--- src/rtl/mem_access_stage.sv ---
// Memory-access stage of the RV32I pipeline: turns ALU address + rs2 into req/gnt + rvalid bus accesses.
// Latency: load = accept, >=1 REQ, >=1 WAIT, wb_valid on the following edge; store completes in the gnt cycle.
// Backpressure: busy (combinational) stalls the pipeline until gnt (store) or rvalid/timeout (load).
//
// Ports:
//   clk, rst                       clock, asynchronous active-high reset
//   ex_valid/load/store/funct3     decoded memory op from execute
//   ex_addr, ex_wdata, ex_rd       effective address, store data, load destination
//   busy                           pipeline stall request
//   mem_req/we/addr/wdata/be       data-memory request (held stable until mem_gnt)
//   mem_gnt, mem_rvalid, mem_rdata data-memory response
//   wb_valid/wb_rd/wb_data         one-cycle load writeback
//   misalign, bus_err              one-cycle event pulses
module mem_access_stage #(
    parameter int unsigned TIMEOUT = 255
) (
    input  logic        clk,
    input  logic        rst,
    input  logic        ex_valid,
    input  logic        ex_load,
    input  logic        ex_store,
    input  logic [2:0]  ex_funct3,
    input  logic [31:0] ex_addr,
    input  logic [31:0] ex_wdata,
    input  logic [4:0]  ex_rd,
    output logic        busy,
    output logic        mem_req,
    output logic        mem_we,
    output logic [31:0] mem_addr,
    output logic [31:0] mem_wdata,
    output logic [3:0]  mem_be,
    input  logic        mem_gnt,
    input  logic        mem_rvalid,
    input  logic [31:0] mem_rdata,
    output logic        wb_valid,
    output logic [4:0]  wb_rd,
    output logic [31:0] wb_data,
    output logic        misalign,
    output logic        bus_err
);
    typedef enum logic [1:0] {IDLE, REQ, WAIT} state_t;

    localparam logic [7:0] TO_LAST = 8'(TIMEOUT - 1);

    state_t      state_q;
    logic [7:0]  cnt_q;
    logic        mem_req_q, mem_we_q;
    logic [31:0] mem_addr_q, mem_wdata_q;
    logic [3:0]  mem_be_q;
    logic [4:0]  rd_q;
    logic [2:0]  f3_q;
    logic [1:0]  off_q;
    logic        wb_valid_q, misalign_q, bus_err_q;
    logic [4:0]  wb_rd_q;
    logic [31:0] wb_data_q;

    // Decode: load wins when both load and store are flagged.
    logic is_load, is_store, ld_legal, st_legal, op_legal, mis, accept, drop;
    assign is_load  = ex_load;
    assign is_store = ex_store & ~ex_load;
    assign ld_legal = (ex_funct3 == 3'b000) || (ex_funct3 == 3'b001) || (ex_funct3 == 3'b010) ||
                      (ex_funct3 == 3'b100) || (ex_funct3 == 3'b101);
    assign st_legal = (ex_funct3 == 3'b000) || (ex_funct3 == 3'b001) || (ex_funct3 == 3'b010);
    assign op_legal = ex_valid & ((is_load & ld_legal) | (is_store & st_legal));
    // funct3[1:0] encodes size for every legal code: 00 byte, 01 half, 10 word.
    assign mis      = ((ex_funct3[1:0] == 2'b01) & ex_addr[0]) |
                      ((ex_funct3[1:0] == 2'b10) & (|ex_addr[1:0]));
    assign accept   = op_legal & ~mis;
    assign drop     = op_legal & mis;

    // Store lane placement; loads always request the whole word.
    logic [3:0]  be_d;
    logic [31:0] wdata_d;
    always_comb begin
        be_d    = 4'b1111;
        wdata_d = ex_wdata;
        if (is_store) begin
            case (ex_funct3[1:0])
                2'b00: begin
                    be_d    = 4'b0001 << ex_addr[1:0];
                    wdata_d = {4{ex_wdata[7:0]}};
                end
                2'b01: begin
                    be_d    = ex_addr[1] ? 4'b1100 : 4'b0011;
                    wdata_d = {2{ex_wdata[15:0]}};
                end
                default: ;
            endcase
        end
    end

    // Load extraction from the lane selected by the captured address offset.
    logic [31:0] shifted;
    logic [7:0]  ld_byte;
    logic [15:0] ld_half;
    logic [31:0] ld_data_d;
    assign shifted = mem_rdata >> {off_q, 3'b000};
    assign ld_byte = shifted[7:0];
    assign ld_half = off_q[1] ? mem_rdata[31:16] : mem_rdata[15:0];
    always_comb begin
        case (f3_q)
            3'b000:  ld_data_d = {{24{ld_byte[7]}}, ld_byte};
            3'b100:  ld_data_d = {24'd0, ld_byte};
            3'b001:  ld_data_d = {{16{ld_half[15]}}, ld_half};
            3'b101:  ld_data_d = {16'd0, ld_half};
            default: ld_data_d = mem_rdata;
        endcase
    end

    // Last WAIT cycle: counter already at TIMEOUT-1 and still no data.
    logic timeout_hit;
    assign timeout_hit = (cnt_q == TO_LAST) & ~mem_rvalid;

    always_comb begin
        case (state_q)
            IDLE:    busy = accept;
            REQ:     busy = ~(mem_gnt & mem_we_q);
            WAIT:    busy = ~(mem_rvalid | timeout_hit);
            default: busy = 1'b0;
        endcase
        if (rst) busy = 1'b0;
    end

    always_ff @(posedge clk or posedge rst) begin
        if (rst) begin
            state_q     <= IDLE;
            cnt_q       <= 8'd0;
            mem_req_q   <= 1'b0;
            mem_we_q    <= 1'b0;
            mem_addr_q  <= 32'd0;
            mem_wdata_q <= 32'd0;
            mem_be_q    <= 4'd0;
            rd_q        <= 5'd0;
            f3_q        <= 3'd0;
            off_q       <= 2'd0;
            wb_valid_q  <= 1'b0;
            wb_rd_q     <= 5'd0;
            wb_data_q   <= 32'd0;
            misalign_q  <= 1'b0;
            bus_err_q   <= 1'b0;
        end else begin
            wb_valid_q <= 1'b0;
            misalign_q <= 1'b0;
            bus_err_q  <= 1'b0;
            case (state_q)
                IDLE: begin
                    misalign_q <= drop;
                    if (accept) begin
                        state_q     <= REQ;
                        mem_req_q   <= 1'b1;
                        mem_we_q    <= is_store;
                        mem_addr_q  <= {ex_addr[31:2], 2'b00};
                        mem_wdata_q <= wdata_d;
                        mem_be_q    <= be_d;
                        rd_q        <= ex_rd;
                        f3_q        <= ex_funct3;
                        off_q       <= ex_addr[1:0];
                    end
                end
                REQ: begin
                    if (mem_gnt) begin
                        mem_req_q <= 1'b0;
                        cnt_q     <= 8'd0;
                        state_q   <= mem_we_q ? IDLE : WAIT;
                    end
                end
                WAIT: begin
                    if (mem_rvalid) begin
                        wb_valid_q <= 1'b1;
                        wb_rd_q    <= rd_q;
                        wb_data_q  <= ld_data_d;
                        state_q    <= IDLE;
                    end else if (timeout_hit) begin
                        bus_err_q <= 1'b1;
                        state_q   <= IDLE;
                    end else begin
                        cnt_q <= cnt_q + 8'd1;
                    end
                end
                default: state_q <= IDLE;
            endcase
        end
    end

    assign mem_req   = mem_req_q;
    assign mem_we    = mem_we_q;
    assign mem_addr  = mem_addr_q;
    assign mem_wdata = mem_wdata_q;
    assign mem_be    = mem_be_q;
    assign wb_valid  = wb_valid_q;
    assign wb_rd     = wb_rd_q;
    assign wb_data   = wb_data_q;
    assign misalign  = misalign_q;
    assign bus_err   = bus_err_q;
endmodule

--- config.mk ---
export PLATFORM = sky130hd
export DESIGN_NAME = mem_access_stage
export DESIGN_NICKNAME = d
export VERILOG_FILES = /design/src/rtl/mem_access_stage.sv
export SDC_FILE = /design/constraint.sdc
export NUM_CORES = 1
export LEC_CHECK = 0
export CORE_UTILIZATION = 40
export CTS_CLUSTER_SIZE = 10
export DETAILED_ROUTE_END_ITERATION = 8
export PLACE_DENSITY = 0.7
export SETUP_SLACK_MARGIN = 0.4
export SLEW_MARGIN = 10
export SYNTH_ARGS = -nofsm -noshare
export SYNTH_HDL_FRONTEND = slang
export SYNTH_SLANG_ARGS = --single-unit
--- constraint.sdc ---
create_clock -name clk -period 11.8 [get_ports clk]
set_input_delay 2.36 -clock clk [delete_from_list [all_inputs] [get_ports clk]]
set_output_delay 2.36 -clock clk [all_outputs]
set_load 0.02 [all_outputs]
After elaboration in Yosys (flattened, before gate mapping)
Cells that the tools add are included.
{ "classes": {"add_sub_neg": 1, "n_eq_ne": 17, "shifts": 2, "n_mux": 28, "bitwise": 18, "reduce_logical": 16} }
{ "ops": {"columns": ["cell", "count"], "rows": [
  ["case mux 32 bit (4 select lines)", 1],
  ["case mux 32 bit (2 select lines)", 1],
  ["two-way mux 32 bit", 1],
  ["right shift 32 x 5 -> 8 bit", 1],
  ["two-way mux 8 bit", 3],
  ["two-way mux 16 bit", 1],
  ["case mux 8 bit (2 select lines)", 1],
  ["equality test 3 bit, second input constant", 4],
  ["bitwise AND 1 bit", 10],
  ["two-way mux 2 bit", 5],
  ["two-way mux 1 bit", 9],
  ["adder 8 x 1 -> 8 bit, second input constant", 1],
  ["equality test 8 bit, second input constant", 1],
  ["two-way mux 4 bit", 2],
  ["!= test 2 bit, second input constant", 4],
  ["case mux 4 bit (2 select lines)", 1],
  ["equality test 3 x 1 -> 1 bit, second input constant", 2],
  ["logical NOT 3 bit", 2],
  ["case mux 2 bit (3 select lines)", 1],
  ["AND reduction 3 bit", 2],
  ["NOT 1 bit", 5],
  ["equality test 2 x 1 -> 1 bit, second input constant", 2],
  ["equality test 2 bit, second input constant", 2],
  ["logical NOT 2 bit", 2],
  ["11 further kinds", 18]
]} }
{ "word_totals": {"ff_bits": 128, "in_bits": 111, "out_inout_bits": 111, "word_cells": 97} }

Logic depth before layout (Yosys ltp)
Gate-level depths: netlist of run 1.
{ "logic_depth": {"word_depth": 11, "mapped_depth": 7, "mapped_depth_nobuf": 6} }

Worst setup path after synthesis of run 1
Ideal clock, no wire load.
{ "synth_path": {"kind": "input -> output", "from": "input ex_funct3[0]", "to": "output busy", "arrival_time_ns": 3.774, "required_time_ns": 9.440, "path_slack_ns": 5.666, "cell_stages": 4, "path_cell_list": "nor4_1 > o221ai_2 > buf_2 > a221oi_1"} }
{ "synth_via": {"elab_chain_cells": 11} }
{ "synth_lines": {"columns": ["element", "line", "source"], "rows": [
  ["from (decl)", "22", "input logic [2:0] ex_funct3,"],
  ["equality test 3 x 1 -> 1 bit / logical NOT 3 bit (equally long branches)", "61, 63", null],
  ["logical OR 1 bit (2 in a row)", "61, 63", null],
  ["logical OR 1 bit", "61", "assign ld_legal = (ex_funct3 == 3'b000) || (ex_funct3 == 3'b001) || (ex_funct3 == 3'b010) ||"],
  ["logical OR 1 bit", "62", "(ex_funct3 == 3'b100) || (ex_funct3 == 3'b101);"],
  ["bitwise AND 1 bit", "64", "assign op_legal = ex_valid & ((is_load & ld_legal) | (is_store & st_legal));"],
  ["bitwise OR 1 bit", "64", null],
  ["bitwise AND 1 bit", "64", null],
  ["bitwise AND 1 bit *", "68", "assign accept = op_legal & ~mis;"],
  ["case mux 1 bit (3 select lines) *", "115", "case (state_q)"],
  ["two-way mux 1 bit *", "121", "if (rst) busy = 1'b0;"],
  ["to (decl)", "26", "output logic busy,"]
]} }
Mark *: on every way between the ends. The rest lies on a longest branch, timed or not.

Final worst setup path of run 1
Same ends and word-level chain as after synthesis.

==> impl_results.md, run 1 <==
* Hold WC Path Type: register to register
* Iter 0 DRT Violations at between 200 and 300
* Seq/Total Area, Yosys at between 50% and 60%
* Leading area contributor after synthesis: dfrtp_1
* Post-layout minimum cycle time at between 7 and 8 ns
* Hold bufs inserted after CTS at 0
* Mapped Area at around 6100 um^2
* Final hold slack at 0.469 ns
* Diode count at 0
* Multi-input gate area at roughly 2700 um^2
* Cells after Synth at roughly 540
* Crit-path max FO at 34
* Worst-Margin Slew at around 1 ns
* Vias per cell at around 5.2
* Clk_skew at around 0.007 ns
* Synth top area share at a little over half
* Initial core utilization at around two fifths
* Endpoints failing hold at 0
* TritonCTS clock tree: yes
* Slack of the critical path at 4.03 ns
* Period utilization at about two thirds
* Drt pass-1 iters at 4
* Area growth syn-to-layout at 47.4%
* Fraction of registers with async set/reset at 100%
* Clock insertion delay at the later pin of the skew report at 0.41 ns
* Die height at ~130 um
* Syn_area_per_cell at approximately 11 um^2
* PwrDens at 232 nW/um^2
* IO Port Bufs at around 220
* Final GP Congestion at slightly above 0.8
* First-pass GRT wire length at ~27000 um
* Synth cell types at 51
* DRC Markers at 0
* Filler instances at roughly 1200
* Clock Path Buffers at 2
* Peak VDD IR at about 0.13 mV
* Finish-stage setup viols at 0
* Cts bufs inserted at 17
* Routed Antenna Nets at 0
* Critical Setup Path Class: input pin to primary output
* CP arrival at about 5.4 ns
* Placed cells at 917
* Most frequent cells in the layout: clkdlybuf4s50_1, dfrtp_1, nand2_1
* Vias post-DR at slightly below 5000
* CP Capture Type: primary output
* Full die area at around 16000 um^2
* Post-CTS Resized at 0
* Slew HR at between 30 and 40%
* P_leak at 4.08 nW
* Final HPWL DP at around 11000 um
* Synth area leaders: dfrtp_1, mux2_4, mux2i_1
* Root buffer cell: clkbuf_16
* RSZ-0062 raised after global routing: no
* GRT Overall Usage at 21.8%
* Top-Level Pins at approximately 220
* Post-synth EDFFs at 0
* Layout cells sized above 1 at a little over an eighth
* Most common cell after layout, fill and taps aside: clkdlybuf4s50_1
* Clock slew at reported path FFs at about 0.060 ns
* Wire length per cell at 17.5 um
* Synth Flop Type: dfrtp_1
* Row count at 44
* GRT Residual Overflow at 0
* Final Instance Count excl. Fillers at ~950
* Status: completed
* Post-layout power at ~2.1 mW
* Detailed Route WL at about 17000 um
* Layout Nets at ~870
* Antenna violations before repair at 0
* Vias in the first global route at 5141
* # Post-CTS Setup Buffers at 0
* Final Slew Violations at 0
* Largest net degree at the start of global routing at between 70 and 80
* Die X at ~130 um
* Worst EP required at ~9.4 ns
* CTS HTree Levels at 4
* Total area of sequential cells at 3200 um^2
* Pre-CTS WS at just over 4 ns
* Fmax at approximately 130 MHz
* # clock sinks at approximately 130
* Core ar. at ~15000 um^2
* Critical path startpoint category: input pin
* Setup_tns at 0 ns
* Synthesized flop and latch total at 128
* Ys Warns at 0
* Max-cap viol count at 0
[power by group]
| group | switching [mW] | internal, mW | total, mW |
|---|---|---|---|
| Combinational | 0.385 | 0.430 | 0.815 |
| Sequential | 0.110 | 0.593 | 0.703 |
| Clock | 0.197 | 0.380 | 0.577 |
[cell usage after synthesis, types with 7 or more instances]
cell type	instances
o31ai_1	12
buf_6	9
inv_1	8
mux2i_1	31
o21ai_0	33
a21oi_1	20
nor2_1	22
nand3b_1	9
nand3_1	38
and3_1	9
nand2_1	79
mux2_4	50
clkbuf_1	12
buf_2	8
dfrtp_1	128
nor2b_1	7
[metrics by stage]
stage               instance area (um^2)  utilization, %
floorplan                           6140               -
global placement                    8400            56.9
detailed placement                  8400            56.9
CTS                                 9050            61.3
global route                        9050            61.3
finish                              9050            61.3
[cell families (layout without fill, tap and decap cells)]
logic type / after synthesis / in the layout / share of synthesized area (%)
buffers and inverters: 45 / 265 / 4.26
AND/OR/NAND/NOR: 184 / 184 / 14.4
AO/OA/AOI/OAI: 94 / 94 / 9.60
other: 1 / 2 / 0.0611
adder cells (fa/ha/maj): 2 / 2 / 0.408
XOR/XNOR: 1 / 1 / 0.143
multiplexers: 88 / 88 / 18.9
flip-flops: 128 / 128 / 52.2
[critical path, stage by stage]
cell and delay (ns):
clkdlybuf4s50_1 0.84, nor4_1 0.63, o221ai_4 0.50, a221oi_1 0.40
clkdlybuf4s50_1 0.66
[final timing paths]
path | startpoint | end | slack [ns] | cells past startpoint
worst max-delay path | ex_funct3[0] | busy | 4.03 | 5
worst min-delay path | rd_q[3]$_DFFE_PP0P_ | wb_rd[3]$_DFFE_PP0P_ | 0.47 | 2
worst max register to register | state_q[1]$_DFFE_PP0P_ | mem_addr[22]$_DFFE_PP0P_ | 9.08 | 4
worst min register to register | rd_q[3]$_DFFE_PP0P_ | wb_rd[3]$_DFFE_PP0P_ | 0.47 | 2
max in group asynchronous | rst | mem_addr[22]$_DFFE_PP0P_ | 8.06 | 3
min in group asynchronous | rst | mem_wdata[13]$_DFFE_PP0P_ | 2.46 | 2
[metal layers]
metal / GRT usage (%) / wire [um]
met1: 26.5 / 7000
met2: 36.4 / 7980
met3: 7.31 / 1420
met4: 6.73 / 181
met5: 0 / 0
[flip-flops by register name, summed over array words and instances (netlist names), 2 cells and up]
name,flops
state_q,2
mem_wdata,32
wb_data,32
mem_be,4
mem_addr,30
f3_q,3
cnt_q,8
wb_rd,5
rd_q,5
off_q,2
[layout make-up]
cell class	count	share of cell area, %
clock inverter	13	2.32
clock buffer	18	4.85
tap	184	2.54
multi-input combinational	371	29.7
sequential	128	35.4
timing repair buffer	225	24.7
inverter	9	0.429
(Power assumes the default switching activity.)
==> run 2: changes to the inputs <==
Clock period 11.8 ns to 7.76 ns, I/O delays scaled along.
==> impl_results.md, run 2 (synthesis results as in run 1) <==
* Cts bufs inserted at 17 (unchanged)
* Worst EP required at 6.21 ns (-3.23 ns)
* Vias per cell at 5.20 (-0.13%)
* Most common cell after layout, fill and taps aside: clkdlybuf4s50_1
* Wire length per cell at 17.4 um (-0.50%)
* Worst-Margin Slew at 1.05 ns (+0.0308 ns)
* Detailed Route WL at 16600 um (-0.18%)
* Period utilization at 73.1%
* GRT Overall Usage at 21.6% (-0.20 points)
* Core ar. at 14800 um^2 (unchanged)
* Top-Level Pins at 222 (unchanged)
* Post-CTS Resized at 0 (unchanged)
* Hold wc startpoint: wb_rd[1]$_DFFE_PP0P_
* Final Slew Violations at 0 (unchanged)
* Most frequent CP cell: clkdlybuf4s50_1
* Status: completed
* CP arrival at 4.12 ns (-1.29 ns)
* # Post-CTS Setup Buffers at 0 (unchanged)
* Slowest Stage Delay on Critical Path at 0.66 ns (-0.18 ns)
* Full die area at 15800 um^2 (unchanged)
* Fmax at ~180 MHz
* DRC Markers at 0 (unchanged)
* Routed Antenna Nets at 0 (unchanged)
* Setup_tns at 0 ns (unchanged)
* Row count at 44 (unchanged)
* Antenna violations before repair at 0 (unchanged)
* Crit-path max FO at 34 (unchanged)
* Largest net degree at the start of global routing at 75 (unchanged)
* Final GP Congestion at 0.820 (unchanged)
* Layout Nets at 867 (+0.23%)
* Critical path startpoint category: input pin
* Post-layout minimum cycle time at 5.68 ns
* RSZ-0062 raised after global routing: no
* Finish-stage setup viols at 0 (unchanged)
* Root buffer cell: clkbuf_16
* Clock insertion delay at the later pin of the skew report at 0.41 ns (about the same)
* Layout cells sized above 1 at 13.2% (-0.052 points)
* Crit-path slowest cell: clkdlybuf4s50_1
* Clk_skew at 0.00517 ns (-0.00191 ns)
* Iter 0 DRT Violations at 381 (+52%)
* Hold bufs inserted after CTS at 0 (unchanged)
* Drt pass-1 iters at 4 (unchanged)
* # clock sinks at 128 (unchanged)
* GRT Residual Overflow at 0 (unchanged)
* Clock slew at reported path FFs at 0.06 ns (about the same)
* PwrDens at 348 nW/um^2 (+50%)
* P_leak at 4.07 nW (-0.25%)
* Final HPWL DP at 11500 um (+0.58%)
* CP bufs+invs at 2 (unchanged)
* Diode count at 0 (unchanged)
* Worst-path cell chain: clkdlybuf4s50_1, nor3b_1, o221ai_4, a221oi_1, clkdlybuf4s50_1
* Crit-path leading delay family: buffers and inverters
* CTS HTree Levels at 4 (unchanged)
* Vias post-DR at 4944 (+0.18%)
* Hold WC Path Type: register to register
* Post-layout power at 3.14 mW (+50%)
* Vias in the first global route at 5196 (+1.1%)
* Initial core utilization at 41.6% (unchanged)
* Die X at 126 um (unchanged)
* Critical Setup Path Class: input pin to primary output
* TritonCTS clock tree: yes
* RR Startpoint: state_q[1]$_DFFE_PP0P_
* IO Port Bufs at 219 (unchanged)
* Max-cap viol count at 0 (unchanged)
* First-pass GRT wire length at 26800 um (-0.74%)
* Worst setup startpoint: ex_valid
* Most frequent cells in the layout: clkdlybuf4s50_1, dfrtp_1, nand2_1
* Area growth syn-to-layout at 47.0%
* Die height at 126 um (unchanged)
* Slew HR at 30.1% (-2.1 points)
* CP Capture Type: primary output
* Clock Path Buffers at 2 (unchanged)
* Peak VDD IR at 0.203 mV (+58%)
* Endpoints failing hold at 0 (unchanged)
-- run 2: cell count changes in the layout (fill, tap and decap cells not counted) --
cell / before / now
clkbuf_1: 0 / 3
clkinv_4: 3 / 0
bufinv_16: 5 / 4
inv_6: 2 / 1
clkinvlp_4: 2 / 3
clkinv_2: 2 / 4
buf_4: 6 / 8
-- run 2: layout make-up --
cell class / count / area (um^2)
clock buffer: 21 / 450
clock inverter: 11 / 163
fill: 1198 / 5730
inverter: 9 / 38.8
multi-input combinational: 371 / 2690
sequential: 128 / 3200
tap: 184 / 230
timing repair buffer: 227 / 2250
-- run 2: path summary, 6_finish.rpt --
check,end,slack [ns],cells after the start
worst min register to register,wb_rd[1]$_DFFE_PP0P_,0.48,2
worst max register to register,mem_addr[25]$_DFFE_PP0P_,4.99,4
max in group asynchronous,wb_rd[4]$_DFFE_PP0P_,4.84,3
worst min-delay path,wb_rd[1]$_DFFE_PP0P_,0.48,2
worst max-delay path,busy,2.08,5
min in group asynchronous,mem_wdata[13]$_DFFE_PP0P_,1.64,2
-- run 2: where the power goes --
part | internal (mW) | total [mW] | switching [mW]
combinational | 0.654 | 1.24 | 0.585
clock | 0.543 | 0.834 | 0.291
sequential | 0.902 | 1.07 | 0.165
total | 2.10 | 3.14 | 1.04
-- run 2: worst min-delay path, cell delays in order (launching register included) --
cell,delay [ns]
dfrtp_1,0.34
nand2_1,0.05
nand2_1,0.05
-- run 2: routing by layer --
metal	routed length (um)	global-route usage [%]	vias to the layer above	part of all wire [%]
met3	1430	6.97	19	8.7
met4	267	7.37	0	1.6
met5	0	0	-	0
li1	-	-	2342	-
met2	7870	35.4	180	48
met1	6980	26.7	2403	42
-- run 2: metrics by stage --
| stage | instances | utilization, % | setup WS, ns | hold slack, ns | cell area (um^2) |
|---|---|---|---|---|---|
| floorplan | 544 | - | 2.80 | 0.439 | 6140 |
| global placement | 919 | 57.0 | 1.99 | 0.461 | 8410 |
| detailed placement | 919 | 57.0 | 2.06 | 0.463 | 8410 |
| CTS | 951 | 61.2 | 2.04 | 0.483 | 9030 |
| global route | 951 | 61.2 | 1.83 | 0.504 | 9030 |
| finish | 951 | 61.2 | 2.08 | 0.476 | 9030 |
